==> config.mk <==
export PLATFORM = sky130hd
export DESIGN_NAME = counter_4bit_down
export DESIGN_NICKNAME = d
export VERILOG_FILES = /design/src/rtl/counter_4bit_down.sv
export SDC_FILE = /design/constraint.sdc
export NUM_CORES = 1
export LEC_CHECK = 0
export ABC_AREA = 1
export CAP_MARGIN = 10
export CORE_AREA = 2 2 39 41
export DETAILED_ROUTE_END_ITERATION = 12
export DIE_AREA = 0 0 41 43
export SKIP_CTS_REPAIR_TIMING = 1
export SLEW_MARGIN = 20
export SYNTH_ARGS = -nofsm -noshare
export SYNTH_HDL_FRONTEND = slang
export SYNTH_SLANG_ARGS = --single-unit
==> constraint.sdc <==
create_clock -name clk -period 1.2 [get_ports clk]
set_input_delay 0.3 -clock clk [delete_from_list [all_inputs] [get_ports clk]]
set_output_delay 0.3 -clock clk [all_outputs]
set_load 0.01 [all_outputs]
==> src/rtl/counter_4bit_down.sv <==
// 4-bit synchronous presettable down counter with a programmable modulus.
// Bo flags the terminal count (cnt==0 while enabled) and feeds the next stage's en.
module counter_4bit_down #(
  parameter int unsigned MODULUS = 16
) (
  input  logic       clk,
  input  logic       rst,
  input  logic       en,
  input  logic       load,
  input  logic [3:0] D,
  output logic       Qa,
  output logic       Qb,
  output logic       Qc,
  output logic       Qd,
  output logic       Bo
);

  if (MODULUS < 2 || MODULUS > 16) begin : g_bad_modulus
    $error("counter_4bit_down: MODULUS must be in 2..16");
  end

  localparam logic [3:0] WRAP_VAL = 4'(MODULUS - 1);
  localparam logic [4:0] MOD_5B   = 5'(MODULUS);

  logic [3:0] cnt_q;
  logic [3:0] cnt_d;
  logic [3:0] load_val;

  // Out-of-range load values clamp to the top of the range so cnt never leaves 0..MODULUS-1.
  always_comb begin
    load_val = D;
    if ({1'b0, D} >= MOD_5B) begin
      load_val = WRAP_VAL;
    end
  end

  always_comb begin
    cnt_d = cnt_q;
    if (load) begin
      cnt_d = load_val;
    end else if (en) begin
      if (cnt_q == 4'd0) begin
        cnt_d = WRAP_VAL;
      end else begin
        cnt_d = cnt_q - 4'd1;
      end
    end
  end

  always_ff @(posedge clk) begin
    if (rst) begin
      cnt_q <= 4'd0;
    end else begin
      cnt_q <= cnt_d;
    end
  end

  assign Qa = cnt_q[0];
  assign Qb = cnt_q[1];
  assign Qc = cnt_q[2];
  assign Qd = cnt_q[3];
  // Unregistered so a cascaded stage decrements on the same edge as this stage's wrap.
  assign Bo = en & (cnt_q == 4'd0);

endmodule

==> flow_summary.yaml, run 1 <==
global_route:
  grt_pass1_vias: 281
  antenna_found_initial: 0
  grt.total_usage: 0.0933
  grt_max_degree: 7
  grt_pass1_wl_um: 1070
  overflow: 0
sta:
  slew_headroom: 0.794
  drv_slew: 0
  fin_setup_tns_ns: -0.207
  tightest_slew_ns: 0.309
  period_share: 1.17
  hold_viol_final: 0
  setup_viol: 1
  fin_crit_ns: 1.41
  finalClockSkew_ns: 0.00314
  rsz0062_at_grt: "true"
  timing.fmax_mhz: 711
  setup_ws_ns: -0.207
yosys:
  postSynthCellCount: 39
  synth_top_area_frac: 0.328
  ys_seq_area_frac: 0.328
  syn_avg_cell_area_um2: 6.26
  synth-simple-area-share: 0.359
  synthMuxAreaShare: 0
  synthAdderAreaFrac: 0.0513
  synth_top_family_by_area: "simple AND/OR/NAND/NOR gates"
  synth-compound-area-share: 0.118
  synthXorXnorAreaFrac: 0.0359
  syn_area_um2: 244
  yosysWarnings: 0
  yosysUniqueCellTypes: 13
  yosysTopAreaCell: "dfxtp_1"
  synth_area_leaders: "dfxtp_1 33%, nand2_1 20%, inv_1 11%"
  synth_seq_cells: 4
  synth_fp_nets: 48
floorplanning:
  ioPinCount: 13
  fp.dieH_um: 43
  die_w_um: 41
  rows: 14
  core_area_mm2: 0.00138
  dieArea_mm2: 0.00176
  start_util: 0.176
worst_setup_path:
  cp_cell_sequence: "clkdlybuf4s50_1, inv_2, nor3_2, buf_2"
  reg2reg_slack_ns: 0.07
  critPathRequiredTime_ns: 0.90
  r2r_cells: 7
  crit_path_end_kind: "output port"
  regToRegStartpoint: "cnt_q[0]"
  critPathSlowestCell: "clkdlybuf4s50_1"
  critPathKind: "in -> out"
  slowest_delay_ns: 0.49
  cp.arrival_ns: 1.11
  critPathLaunchType: "primary input"
  crit_fanout: 2
  reg2reg_to: "cnt_q[3]"
run_status:
  violations: "setup timing"
  status: "finished, violations left"
routing:
  wl_per_cell_um: 8.32
  drt_iter0_drc: 3
  routed_wl_um: 649
  final_antenna_net_count: 0
  drt-vias-per-instance: 4.17
  drc: 0
  vias: 325
  firstDrtPassIters: 4
final_layout:
  layout_common_cells: "13 x nand2_1, 8 x buf_4, 6 x clkdlybuf4s50_1, 5 x inv_1, 4 x dlymetal6s2s_1"
  regMostFlops: "cnt_q"
  nNetsFinal: 73
  drive_gt1_frac: 0.306
  area_growth_pct: 96.9
  final_common_cell: "nand2_1"
  largest_reg_flops: 4
  diodes: 0
  reg_top3: "cnt_q x4"
hold_path:
  hold_class: "in -> reg"
  holdPathEnd: "cnt_q[0]"
  worstHoldPathCells: 5
  hp-start: "load"
clock_tree:
  clock_latency_ns: 0.24
  cts.clk_slew.worst_paths_ns: 0.04
  cts_buffers: 3
  cts_tree: "done"
  clk_path_buf_depth: 2
  h-tree-depth: 1
  clock-sinks: 4
  root_buffer: "clkbuf_4"
flow_run:
  cap_violations: 0
power:
  p_seq_frac: 0.319
  power.internal_w: 0.000340
  pwr-share-comb: 0.318
  total_power_w: 0.000472
  vdd_drop_max_uv: 568
  p_clk_frac: 0.364
  p_sw_frac: 0.279
  p_switching_w: 0.000132
  powerDensity_mw_per_mm2: 983
  power_leakage_nw: 0.285
placed_design:
  hpwl_um: 532
  gp_congestion: 0.752
  io_buffers: 12
metrics by stage:
stage / util / std cells / worst slack [ns] / instance area [µm²] / hold slack [ns]
global placement: 0.325 / 75 / -0.628 / 449 / 0.612
detailed placement: 0.325 / 75 / -0.634 / 449 / 0.622
finish: 0.347 / 78 / -0.207 / 480 / 0.558
floorplan: - / 39 / 0.0315 / 249 / 0.369
CTS: 0.341 / 78 / -0.670 / 472 / 0.630
global route: 0.347 / 78 / -0.263 / 480 / 0.577
worst max path at each step:
stage	cells past startpoint	start	slack, ns	endpoint
detailed placement	4	en	-0.63	Bo
global route	5	cnt_q[0]	-0.26	Bo
CTS	5	cnt_q[0]	-0.67	Bo
finish	4	en	-0.21	Bo
global placement	4	en	-0.63	Bo
floorplan	4	cnt_q[0]	0.03	Bo
kinds of logic (layout without fill, tap and decap cells):
kind of cell,Yosys count,after routing
AOI/OAI and AO/OA,5,5
xor gates and xnor gates,1,1
adders and majority gates,1,1
buffers and inverters,7,30
DFF,4,4
and+or+nand+nor,21,21
final cells by class:
class,instances,area (µm²)
multi-input combinational,28,150
timing repair buffer,20,180
sequential,4,81.3
tap,16,20.0
fill,157,903
clock buffer,3,22.5
inverter,7,26.3
cells in the mapped netlist (all sizes together):
cell / number
a22oi: 1
dfxtp: 4
a21oi: 2
inv: 7
nor2: 3
ha: 1
nand2: 13
o21ai: 1
nor3: 2
nand3: 3
a31oi: 1
xor2: 1
worst max-delay path, delay by kind of cell:
kind	cells	cell delay, ns
simple gates	1	0.13
buf+inv	3	0.68
layer usage:
layer,GRT usage,up-vias,part of all wire
li1,-,171,-
met1,0.112,142,0.39
met2,0.125,12,0.51
met3,0.0942,0,0.099
met4,0,0,0
met5,0,-,0
power groups by stage:
stage          Combinational [W]  Sequential, W  Clock (W)
5_1_grt                 0.000167       0.000152   0.000192
3_5_place_dp            0.000157       0.000152          0
2_1_floorplan          0.0000550       0.000162          0
3_3_place_gp            0.000155       0.000151          0
6_report                0.000150       0.000150   0.000172
4_1_cts                 0.000157       0.000150   0.000180
No activity file was read; power rests on OpenSTA's default activity.
==> run 2, diff against run 1 <==
--- a/config.mk
+++ b/config.mk
@@ -8,6 +8,7 @@
 export ABC_AREA = 1
 export CAP_MARGIN = 10
 export CORE_AREA = 2 2 39 41
+export CTS_CLUSTER_SIZE = 25
 export DETAILED_ROUTE_END_ITERATION = 12
 export DIE_AREA = 0 0 41 43
 export SKIP_CTS_REPAIR_TIMING = 1
==> results of run 2 <==
The final DEF is identical to that of run 1; final timing and power are the same.
